File: config.mk
export PLATFORM = sky130hd
export DESIGN_NAME = spimem_cache_flat
export DESIGN_NICKNAME = d
export VERILOG_FILES = /design/src/rtl/spimem_cache_if.sv /design/src/rtl/spimem_cache.sv /design/src/flat_wrapper.sv
export SDC_FILE = /design/constraint.sdc
export NUM_CORES = 1
export LEC_CHECK = 0
export BUFFER_PORTS_ARGS = -buffer_cell sky130_fd_sc_hd__buf_2
export CAP_MARGIN = 20
export CORE_MARGIN = 10
export CORE_UTILIZATION = 45
export CTS_CLUSTER_SIZE = 14
export DETAILED_ROUTE_END_ITERATION = 10
export GPL_TIMING_DRIVEN = 0
export PLACE_DENSITY = 0.71
export SYNTH_ARGS = -nofsm -noshare
export SYNTH_HDL_FRONTEND = slang
export SYNTH_SLANG_ARGS = --single-unit
File: constraint.sdc
create_clock -name clk -period 6.7 [get_ports clk]
set_clock_uncertainty 0.15 [all_clocks]
set_input_delay 0.67 -clock clk [delete_from_list [all_inputs] [get_ports clk]]
set_output_delay 0.67 -clock clk [all_outputs]
set_load 0.05 [all_outputs]
File: src/rtl/spimem_cache_if.sv
// ---------------------------------------------------------------------------
// spimem_cache_if
// Bus bundle between the CPU memory port, the cache and spimemio.
//   up_valid/up_addr        CPU read request (held until up_ready)
//   up_ready/up_rdata       one-cycle response strobe and read data
//   dn_valid/dn_addr        word-aligned request towards spimemio
//   dn_ready/dn_rdata       spimemio completion strobe and data
// Modports:
//   slave  - the cache itself
//   master - the surrounding system (CPU side plus spimemio side)
// ---------------------------------------------------------------------------
interface spimem_cache_if;
    logic        up_valid;
    logic        up_ready;
    logic [23:0] up_addr;
    logic [31:0] up_rdata;
    logic        dn_valid;
    logic        dn_ready;
    logic [23:0] dn_addr;
    logic [31:0] dn_rdata;

    modport slave (
        input  up_valid, up_addr, dn_ready, dn_rdata,
        output up_ready, up_rdata, dn_valid, dn_addr
    );

    modport master (
        output up_valid, up_addr, dn_ready, dn_rdata,
        input  up_ready, up_rdata, dn_valid, dn_addr
    );
endinterface

File: src/rtl/spimem_cache.sv
// ---------------------------------------------------------------------------
// spimem_cache
// Direct-mapped, one-word-per-line read cache in front of spimemio. Reads of
// the flash window (addr[23:20] == BASE_M, addr[19:0] < SIZE_BYTES) hit in
// one cycle once cached; every other address is forwarded uncached.
// Ports:
//   clk       single clock
//   reset     synchronous, active-high reset
//   bus       up_* / dn_* handshake bundle (slave side)
//   flush     invalidate all lines in the cycle it is sampled
//   hit_cnt   saturating count of cacheable hits
//   miss_cnt  saturating count of cacheable misses
// ---------------------------------------------------------------------------
module spimem_cache #(
    parameter int unsigned ENTRIES    = 16,
    parameter logic [3:0]  BASE_M     = 4'h1,
    parameter int unsigned SIZE_BYTES = 8192
) (
    input  logic                 clk,
    input  logic                 reset,
    spimem_cache_if.slave        bus,
    input  logic                 flush,
    output logic [15:0]          hit_cnt,
    output logic [15:0]          miss_cnt
);
    localparam int IW = $clog2(ENTRIES);
    localparam int TW = 22 - IW;

    typedef enum logic [1:0] {IDLE, HIT, FILL, GAP} state_t;

    state_t             state_q, state_d;
    logic [ENTRIES-1:0] valid_q;
    logic [TW-1:0]      tag_q  [ENTRIES];
    logic [31:0]        data_q [ENTRIES];
    logic [31:0]        rdata_q;
    logic [23:0]        dn_addr_q;
    logic               cacheable_q;
    logic               noalloc_q;   // a flush was seen during this fill
    logic               drop_q;      // CPU abandoned this request
    logic [15:0]        hit_cnt_q, miss_cnt_q;

    // Byte-offset bits never influence a lookup.
    logic unused_addr_bits;
    assign unused_addr_bits = ^bus.up_addr[1:0];

    // Lookup side: combinational read of the line addressed by the request.
    logic [IW-1:0] up_idx;
    logic [TW-1:0] up_tag;
    logic          up_cacheable;
    logic          lookup_hit;

    assign up_idx       = bus.up_addr[IW+1:2];
    assign up_tag       = bus.up_addr[23:IW+2];
    assign up_cacheable = (bus.up_addr[23:20] == BASE_M) &&
                          ({12'd0, bus.up_addr[19:0]} < SIZE_BYTES);
    // A coincident flush wins over the lookup, so the request misses.
    assign lookup_hit   = up_cacheable && valid_q[up_idx] &&
                          (tag_q[up_idx] == up_tag) && !flush;

    // Fill side: the line being refilled is addressed by the latched dn_addr.
    logic [IW-1:0] fill_idx;
    logic [TW-1:0] fill_tag;
    logic          accept;
    logic          fill_done;
    logic          deliver;
    logic          line_wr;

    assign fill_idx  = dn_addr_q[IW+1:2];
    assign fill_tag  = dn_addr_q[23:IW+2];
    assign accept    = (state_q == IDLE) && bus.up_valid;
    assign fill_done = (state_q == FILL) && bus.dn_ready;
    assign deliver   = !drop_q && bus.up_valid;
    assign line_wr   = fill_done && cacheable_q && !noalloc_q && !flush && !reset;

    // Next-state logic. A completed fill reuses HIT to present the response.
    always_comb begin
        state_d = state_q;
        case (state_q)
            IDLE: if (bus.up_valid) state_d = lookup_hit ? HIT : FILL;
            HIT:  state_d = GAP;
            FILL: if (bus.dn_ready) state_d = deliver ? HIT : GAP;
            GAP:  state_d = IDLE;
            default: state_d = IDLE;
        endcase
    end

    assign bus.up_ready = (state_q == HIT);
    assign bus.up_rdata = rdata_q;
    assign bus.dn_valid = (state_q == FILL);
    assign bus.dn_addr  = dn_addr_q;
    assign hit_cnt      = hit_cnt_q;
    assign miss_cnt     = miss_cnt_q;

    always_ff @(posedge clk) begin
        if (reset) begin
            state_q     <= IDLE;
            rdata_q     <= 32'd0;
            dn_addr_q   <= 24'd0;
            cacheable_q <= 1'b0;
            noalloc_q   <= 1'b0;
            drop_q      <= 1'b0;
            hit_cnt_q   <= 16'd0;
            miss_cnt_q  <= 16'd0;
        end else begin
            state_q <= state_d;
            if (accept) begin
                cacheable_q <= up_cacheable;
                noalloc_q   <= 1'b0;
                drop_q      <= 1'b0;
                if (lookup_hit) begin
                    rdata_q <= data_q[up_idx];
                    if (hit_cnt_q != 16'hFFFF) hit_cnt_q <= hit_cnt_q + 16'd1;
                end else begin
                    // Uncached reads also need the downstream address.
                    dn_addr_q <= {bus.up_addr[23:2], 2'b00};
                    if (up_cacheable && miss_cnt_q != 16'hFFFF)
                        miss_cnt_q <= miss_cnt_q + 16'd1;
                end
            end
            if (state_q == FILL) begin
                if (flush)         noalloc_q <= 1'b1;
                if (!bus.up_valid) drop_q    <= 1'b1;
                // An abandoned request leaves up_rdata at its last value.
                if (bus.dn_ready && deliver) rdata_q <= bus.dn_rdata;
            end
        end
    end

    // Tag/data storage needs no reset: valid bits gate every use.
    always_ff @(posedge clk) begin
        if (line_wr) begin
            tag_q[fill_idx]  <= fill_tag;
            data_q[fill_idx] <= bus.dn_rdata;
        end
    end

    // Valid bits are flops so that flush can clear them all in one cycle.
    for (genvar gi = 0; gi < ENTRIES; gi++) begin : g_valid
        always_ff @(posedge clk) begin
            if (reset || flush)
                valid_q[gi] <= 1'b0;
            else if (line_wr && (fill_idx == IW'(gi)))
                valid_q[gi] <= 1'b1;
        end
    end
endmodule

File: src/flat_wrapper.sv
// flat-port wrapper written by rule: the top's interface ports become plain ports
module spimem_cache_flat 
#(
    parameter int unsigned ENTRIES    = 16,
    parameter logic [3:0]  BASE_M     = 4'h1,
    parameter int unsigned SIZE_BYTES = 8192
)
  (clk, reset, flush, hit_cnt, miss_cnt, bus_up_valid, bus_up_addr, bus_dn_ready, bus_dn_rdata, bus_up_ready, bus_up_rdata, bus_dn_valid, bus_dn_addr);
  spimem_cache_if bus_i ();
  input  logic clk;
  input  logic reset;
  input  logic flush;
  output logic [15:0] hit_cnt;
  output logic [15:0] miss_cnt;
  input wire logic [$bits(bus_i.up_valid)-1:0] bus_up_valid;
  input wire logic [$bits(bus_i.up_addr)-1:0] bus_up_addr;
  input wire logic [$bits(bus_i.dn_ready)-1:0] bus_dn_ready;
  input wire logic [$bits(bus_i.dn_rdata)-1:0] bus_dn_rdata;
  output wire logic [$bits(bus_i.up_ready)-1:0] bus_up_ready;
  output wire logic [$bits(bus_i.up_rdata)-1:0] bus_up_rdata;
  output wire logic [$bits(bus_i.dn_valid)-1:0] bus_dn_valid;
  output wire logic [$bits(bus_i.dn_addr)-1:0] bus_dn_addr;
  assign bus_i.up_valid = bus_up_valid;
  assign bus_i.up_addr = bus_up_addr;
  assign bus_i.dn_ready = bus_dn_ready;
  assign bus_i.dn_rdata = bus_dn_rdata;
  assign bus_up_ready = bus_i.up_ready;
  assign bus_up_rdata = bus_i.up_rdata;
  assign bus_dn_valid = bus_i.dn_valid;
  assign bus_dn_addr = bus_i.dn_addr;
  spimem_cache #(.ENTRIES(ENTRIES), .BASE_M(BASE_M), .SIZE_BYTES(SIZE_BYTES)) u_core (.clk(clk), .reset(reset), .bus(bus_i), .flush(flush), .hit_cnt(hit_cnt), .miss_cnt(miss_cnt));
endmodule
==> out/qor.csv, run 1 <==
metric,value,unit
status,completed,
slew-limit-headroom,23.1,%
ys.flop_type,edfxtp_1,
regToRegSetupSlack,2430,ps
initial_utilization,45.3,%
post_drt_via_cell_ratio,6.16,
crit_path_start,bus_up_addr[3],
grt_pass1_wl,140000,um
dieWidth,302,um
arrival,5180,ps
h-tree-depth,3,
placed_area,38800,um2
syn_inst,1875,
area_growth,17.4,%
grt_antenna_before_repair,11,
dpl.hpwl,62400,um
p_int,9.63,mW
drc,0,
finalNetCount,2246,
ctsHoldBuffers,0,
rows,103,
cp_data_required_time,7110,ps
cp-end-kind,flip-flop,
clkPwrFrac,40.9,%
die_h,302,um
startpoint_type,input pin,
drv_slew,0,
cp-endpoint,u_core.bus.up_rdata[16]$_SDFF_PP0_,
grt_max_degree,24,
swShare,23.5,%
coreArea,78900,um2
io_pins,151,
yosysTopAreaCell,edfxtp_1,
stdcell_area,41900,um2
gp_congestion,0.871,
max_freq,0.210,GHz
wirelength,97100,um
vdd_drop_max,0.000188,V
io_buffers,142,
min_period,4770,ps
post_cts_resize_count,0,
root_buffer,clkbuf_16,
drtIter0Drc,2827,
p_per_area,300,nW/um2
post-place-ws,1210,ps
leakagePower,14.0,nW
hp-class,in -> reg,
synth_cell_types,67,
combPwrFrac,8.4,%
firstDrtPassIters,6,
power.switching,2.95,mW
critical_path_class,in -> reg,
dieArea,91000,um2
layout_commonest_cell,edfxtp_1,
setup_violations,0,
yosysSeqAreaShare,73.3,%
clk_pin_slew_worst_paths,60,ps
cts_buffers,89,
dr_total_vias,20362,
async_flop_share,0,%
period_share,71.1,%
yosysWarnings,0,
ant_nets,0,
grt_use_total,21.0,%
clockBufferDepth,3,
worst_slack,1930,ps
avgSynthCellArea,19.0,um2
yosys.area.top_type_share,67.3,%
layout_common_cells,"edfxtp_1, mux4_2, buf_2, dfxtp_1, mux2i_1",
grt_pass1_vias,20473,
finalHoldViolCount,0,
wl_per_cell,29.4,um
clk_latency,640,ps
syn-cell-area,35700,um2
rr_startpoint,u_core.tag_q[13][2]$_DFFE_PP_,
synth-edff-count,800,
cts_num_sinks,907,
synth.area.top_cells,"edfxtp_1, mux4_2, dfxtp_1",
overflow,0,
rsz0062_at_grt,no,
reg2reg_depth,12,
maxCapViolCount,0,
p_seq_share,50.8,%
whs,168,ps
rr_endpoint,u_core.bus.up_rdata[16]$_SDFF_PP0_,
drive_gt1_share,28.4,%
cts_setup_buffers,0,
critPathMaxFanout,10,
fill_cells,5999,
ys_seq_elements,907,
cts_tree,built,
tightest_slew,1150,ps
state kept, by name, indices dropped and copies added, names as in the netlist:
signal,flops
u_core.bus.dn_addr,22
u_core.bus.up_rdata,32
u_core.cacheable_q,1
u_core.tag_q,288
u_core.state_q,2
u_core.noalloc_q,1
u_core.data_q,512
u_core.hit_cnt,16
u_core.miss_cnt,16
u_core.valid_q,16
u_core.drop_q,1
power by group through the flow:
stage                     logic, mW  registers, mW  clock network (mW)
final                          1.05           6.39                5.14
after global placement        0.992           6.49                   0
after global routing           1.11           6.40                5.41
after detailed placement       1.03           6.51                   0
after CTS                      1.04           6.39                5.18
after floorplan               0.505           6.64                   0
worst max-delay path: stages:
cell and delay (ps):
buf_4 190, buf_2 230, nor2_1 670, a221oi_1 290, o211a_1 290, a2111oi_0 850, nor2_1 110, nand2_1 120
or4b_1 130, buf_2 330, buf_6 250, clkbuf_1 560, nor3_1 220, a211oi_1 220
layer usage:
layer	vias to the layer above	part of all wire (%)	GRT usage [%]	routed length, um
li1	8345	-	-	-
met1	10547	38	28.2	36900
met2	1271	48	33.8	46900
met3	191	11	5.03	10600
met4	8	2.8	6.34	2680
met5	-	0.055	0	53
worst min-delay path by stage:
stage | from | end | slack (ps) | cells past startpoint
4_1_cts | bus_up_addr[10] | u_core.bus.dn_addr[10]$_SDFFE_PP0P_ | 140 | 3
5_1_grt | bus_up_addr[10] | u_core.bus.dn_addr[10]$_SDFFE_PP0P_ | 190 | 3
6_report | bus_up_addr[10] | u_core.bus.dn_addr[10]$_SDFFE_PP0P_ | 170 | 3
3_5_place_dp | u_core.valid_q[2]$_SDFFE_PP0P_ | u_core.valid_q[2]$_SDFFE_PP0P_ | 300 | 1
3_3_place_gp | u_core.valid_q[6]$_SDFFE_PP0P_ | u_core.valid_q[6]$_SDFFE_PP0P_ | 290 | 1
2_1_floorplan | u_core.valid_q[10]$_SDFFE_PP0P_ | u_core.valid_q[10]$_SDFFE_PP0P_ | 290 | 1
synth_stat cells, types with 15 or more instances:
cell type / count
a211oi_1: 38
nor3_1: 40
buf_2: 17
and3_1: 19
o21a_1: 18
a22oi_1: 17
buf_1: 15
mux4_2: 208
nand2_1: 27
a21oi_1: 25
clkbuf_1: 59
edfxtp_1: 800
dfxtp_1: 107
o21ai_0: 43
nand4_1: 16
nor2_1: 95
mux2_2: 16
mux2i_1: 90
nand3_1: 26
stage by stage:
stage / util, % / cells / total power [mW] / TNS [ps]
floorplan: - / 1876 / 7.14 / 0
global placement: 47.9 / 3068 / 7.48 / -1356280
detailed placement: 49.2 / 3127 / 7.54 / 0
CTS: 53.0 / 3292 / 12.6 / 0
global route: 53.2 / 3304 / 12.9 / 0
finish: 53.2 / 3306 / 12.6 / 0
cell families (layout without fill, tap and decap cells):
family / count (synthesis) / in the layout / share of synthesized area [%]
flip-flops: 907 / 907 / 73.3
other: 1 / 5 / 0.0105
multiplexers: 314 / 314 / 16.1
AND/OR/NAND/NOR: 309 / 309 / 4.47
adder cells (fa/ha/maj): 6 / 6 / 0.210
AO/OA/AOI/OAI: 207 / 207 / 4.04
buffers and inverters: 119 / 496 / 1.56
XOR/XNOR: 12 / 12 / 0.294
area by class of cell:
cell class	count	area, um2	area share (%)
clock inverters	43	536	1.28
multi-input cells	850	9100	21.7
well taps	1050	1310	3.13
inverters	10	37.5	0.0895
clock buffers	122	2470	5.89
diodes	3	7.51	0.0179
flip-flops and latches	907	26200	62.4
plain buffers	109	520	1.24
repair buffers	212	1790	4.26
No activity file was read; power rests on OpenSTA's default activity.
==> run 2: changes to the inputs <==
Settings changed: PLACE_DENSITY 0.71 to 0.74.
Clock period 6.7 ns to 3.95 ns, I/O delays scaled along.
==> out/qor.csv, run 2 (synthesis results as in run 1) <==
metric,value,unit
layout_common_cells,"edfxtp_1, mux4_2, buf_2, dfxtp_1, clkbuf_16",
drive_gt1_share,28.4,%
regToRegSetupSlack,-20,ps
whs,57.8,ps
period_share,100,%
grt_pass1_vias,20712,
coreArea,78900,um2
grt_antenna_before_repair,4,
finalHoldViolCount,0,
gr-usage-met1,28.1,%
drc,0,
layout_commonest_cell,edfxtp_1,
cts_buffers,89,
drv_slew,0,
clockBufferDepth,3,
root_buffer,clkbuf_16,
cp_data_required_time,4310,ps
worst_slack,-19.2,ps
startpoint_type,flip-flop,
crit_cells,12,
p_per_area,497,nW/um2
dieArea,91000,um2
vdd_drop_max,0.000302,V
dr_total_vias,20736,
hp-class,in -> reg,
grt_pass1_wl,141000,um
arrival,4330,ps
initial_utilization,45.3,%
grtUsageMet2,33.2,%
busiest_layer,met2,
crit_path_start,u_core.tag_q[12][2]$_DFFE_PP_,
tightest_slew,1010,ps
path_delay_family,simple AND/OR/NAND/NOR gates,
rsz0062_at_grt,yes,
firstDrtPassIters,6,
cp_slowest_cell,or4b_1,
area_growth,19.4,%
crit_buf_inv,3,
io_buffers,142,
largest_reg_flops,512,
wl_per_cell,29.0,um
min_period,3970,ps
total_power,21.2,mW
grt_max_degree,23,
setup_violations,4,
overflow,0,
grt_use_total,20.9,%
slew-limit-headroom,32.5,%
fin_tns_setup,-56.7,ps
wirelength,96900,um
clk_pin_slew_worst_paths,60,ps
reg2reg_depth,12,
finalNetCount,2286,
dpl.hpwl,61500,um
leakagePower,14.2,nW
critPathMaxFanout,10,
cts_tree,built,
cts_num_sinks,907,
grtUsageMet3,4.63,%
violations,setup timing,
drtIter0Drc,2807,
clk_latency,650,ps
die_h,302,um
io_pins,151,
rr_startpoint,u_core.tag_q[12][2]$_DFFE_PP_,
stdcell_area,42600,um2
status,finished with violations,
post_drt_via_cell_ratio,6.20,
gp_congestion,0.876,
rr_endpoint,u_core.bus.up_rdata[24]$_SDFF_PP0_,
fin_cells,3345,
h-tree-depth,3,
maxCapViolCount,0,
post-route-util,54.1,%
crit_path_cell_trace,mux4_2 > mux2i_2 > xor2_2 > o21ai_1 > a2111oi_2 > nand4_1 > or4b_1 > buf_4 > buf_6 > clkbuf_4 > nor3_1 > a211oi_1,
cpPeakStageDelay,610,ps
cp-endpoint,u_core.bus.up_rdata[24]$_SDFF_PP0_,
placed_area,38900,um2
dieWidth,302,um
top_register,u_core.data_q,
cp-end-kind,flip-flop,
max_freq,0.252,GHz
ant_nets,0,
place_inst,3113,
post-place-ws,-1220,ps
rows,103,
critical_path_class,reg -> reg,
==> run 2: changes by cell type in the layout (fill, tap and decap cells not counted), sizes merged, moves of 2 or more <==
cell,previous run,this run
bufinv,11,7
diode,3,1
clkinv,23,27
inv,18,15
clkbuf,181,192
dlygate4sd3,0,50
buf,262,244
==> run 2: final cells by class <==
type,instances,area (um2)
Fill cell,5902,36200
Sequential cell,907,26200
Multi-Input combinational cell,850,9240
Clock buffer,126,2500
Timing Repair Buffer,252,2380
Tap cell,1050,1310
Buffer,109,567
Clock inverter,40,433
Inverter,10,37.5
Antenna cell,1,2.50
==> run 2: worst min path at each step <==
stage	start	to	slack, ps	depth (start not counted)
CTS	flush	u_core.noalloc_q$_SDFF_PP0_	20	3
finish	bus_up_addr[19]	u_core.bus.dn_addr[19]$_SDFFE_PP0P_	60	3
global placement	u_core.valid_q[11]$_SDFFE_PP0P_	u_core.valid_q[11]$_SDFFE_PP0P_	290	1
global route	flush	u_core.noalloc_q$_SDFF_PP0_	50	3
floorplan	u_core.valid_q[10]$_SDFFE_PP0P_	u_core.valid_q[10]$_SDFFE_PP0P_	290	1
detailed placement	u_core.valid_q[0]$_SDFFE_PP0P_	u_core.valid_q[0]$_SDFFE_PP0P_	300	1
==> run 2: worst reg2reg max path, delay by kind of cell (launching register included) <==
kind / cells / cell delay [ps]
and+or+nand+nor: 3 / 1080
xor gates and xnor gates: 1 / 240
buffers and inverters: 3 / 690
DFF: 1 / 370
AOI/OAI and AO/OA: 3 / 560
muxes: 2 / 750
==> run 2: routing by layer <==
layer / vias up / share of wire (%)
met5: - / 0.045
met4: 6 / 3.0
met3: 231 / 12
met2: 1446 / 48
met1: 10626 / 37
li1: 8427 / -
==> run 2: report_power, final <==
part           switching (mW)  internal, mW
Combinational            1.21         0.623
Clock                    3.60          4.90
Sequential              0.222          10.6
==> run 2: timing repair <==
item	4_1_cts	5_1_grt
endpoints found under the setup margin	68	76
setup buffers	3	2
hold endpoints to repair	468	0
gates resized for setup	23	26
hold buffers	50	0
pin swaps	1	3
==> run 3: changes to the inputs <==
Settings changed: PLACE_DENSITY 0.74 to default.
==> out/qor.csv, run 3 (synthesis results as in run 1) <==
metric,value,unit
die_h,302,um
grt_pass1_wl,143000,um
cp_data_required_time,4310,ps
place_inst,3124,
hp-class,in -> reg,
initial_utilization,45.3,%
period_share,97.8,%
drive_gt1_share,28.9,%
clkPwrFrac,40.8,%
rsz0062_at_grt,no,
combPwrFrac,8.5,%
status,completed,
max_freq,0.259,GHz
setup_violations,0,
p_seq_share,50.6,%
largest_reg_flops,512,
area_growth,20.2,%
wl_per_cell,29.3,um
critical_path_class,in -> reg,
p_per_area,499,nW/um2
coreArea,78900,um2
fin_tns_setup,0,ps
routed.top_layer,met4,
cts_tree,built,
drc,0,
clockBufferDepth,3,
drtIter0Drc,2299,
dr_wl_met3,8580,um
grt_pass1_vias,20374,
firstDrtPassIters,5,
cp-end-kind,flip-flop,
ant_nets,0,
io_buffers,142,
p_int,16.3,mW
cts_num_sinks,907,
vdd_drop_max,0.000318,V
fin_cells,3363,
grt_use_total,21.5,%
leakagePower,14.3,nW
critPathMaxFanout,10,
top_register,u_core.data_q,
layout_common_cells,"edfxtp_1, mux4_2, buf_2, dfxtp_1, clkbuf_16",
tightest_slew,1020,ps
dieArea,91000,um2
rows,103,
min_period,3860,ps
drv_slew,0,
power.switching,5.10,mW
dr_total_vias,20211,
cts_buffers,93,
swShare,23.8,%
fill_cells,6095,
wirelength,98600,um
arrival,4220,ps
whs,62.2,ps
total_power,21.4,mW
layout_commonest_cell,edfxtp_1,
finalHoldViolCount,0,
maxCapViolCount,0,
wl_met2,45500,um
slew-limit-headroom,32.0,%
post_drt_via_cell_ratio,6.01,
dieWidth,302,um
clk_pin_slew_worst_paths,60,ps
h-tree-depth,3,
gp_congestion,0.836,
clk_latency,640,ps
dpl.hpwl,65000,um
wl_met1,42100,um
grt_max_degree,23,
io_pins,151,
startpoint_type,input pin,
overflow,0,
root_buffer,clkbuf_16,
grt_antenna_before_repair,5,
finalNetCount,2294,
-- run 3: critical path, cell delays in order --
cell and delay [ps]:
buf_4 230, clkbuf_4 310, buf_2 330, mux4_2 380, nor4_1 220, a2111oi_0 160, nand3_1 190, nor4bb_1 290
nand4_1 220, or4b_4 570, buf_4 220, buf_6 180, o311ai_0 370, o41ai_1 130
-- run 3: path summary, 6_finish.rpt --
path	start	to	slack, ps	depth (start not counted)
worst max-delay path	bus_up_addr[3]	u_core.hit_cnt[2]$_SDFFE_PP0P_	90	14
worst min-delay path	bus_up_addr[19]	u_core.bus.dn_addr[19]$_SDFFE_PP0P_	60	3
worst max register to register	u_core.tag_q[0][14]$_DFFE_PP_	u_core.hit_cnt[2]$_SDFFE_PP0P_	100	10
worst min register to register	u_core.valid_q[15]$_SDFFE_PP0P_	u_core.valid_q[15]$_SDFFE_PP0P_	320	1
-- run 3: area by class of cell --
class	count	area [um2]	area share (%)
Inverter	10	37.5	0.0874
Multi-Input combinational cell	850	9230	21.5
Clock inverter	45	393	0.915
Tap cell	1050	1310	3.06
Sequential cell	907	26200	60.9
Buffer	109	592	1.38
Timing Repair Buffer	256	2500	5.83
Antenna cell	5	12.5	0.0291
Clock buffer	131	2690	6.26
-- run 3: metal layers --
metal / vias to the layer above / track usage [%]
met5: - / 0
met4: 0 / 6.71
met3: 141 / 3.94
met2: 939 / 33.1
met1: 10658 / 31.0
li1: 8473 / -
-- run 3: metrics by stage --
stage / util (%) / worst slack, ps / cell area (um2)
after floorplan: - / -527 / 35700
after global placement: 47.9 / -4000 / 37800
after detailed placement: 49.5 / -1310 / 39100
after CTS: 54.2 / -18.0 / 42700
after global routing: 54.4 / 6.24 / 42900
final: 54.4 / 85.9 / 42900
-- run 3: repair_timing --
| item | in CTS | in global routing |
|---|---|---|
| hold buffers | 51 | 0 |
| setup endpoints to repair | 75 | 76 |
| hold endpoints to repair | 522 | 0 |
| resized for setup | 28 | 35 |
| cloned | 0 | 0 |
| pin swaps | 1 | 2 |
| buffers inserted | 1 | 1 |
-- run 3: power by group through the flow --
stage | clock (mW) | sequential, mW | combinational (mW)
2_1_floorplan | 0 | 11.3 | 0.857
3_3_place_gp | 0 | 11.0 | 1.69
3_5_place_dp | 0 | 11.1 | 1.75
4_1_cts | 8.88 | 10.9 | 1.81
5_1_grt | 9.25 | 10.9 | 1.93
6_report | 8.75 | 10.9 | 1.83
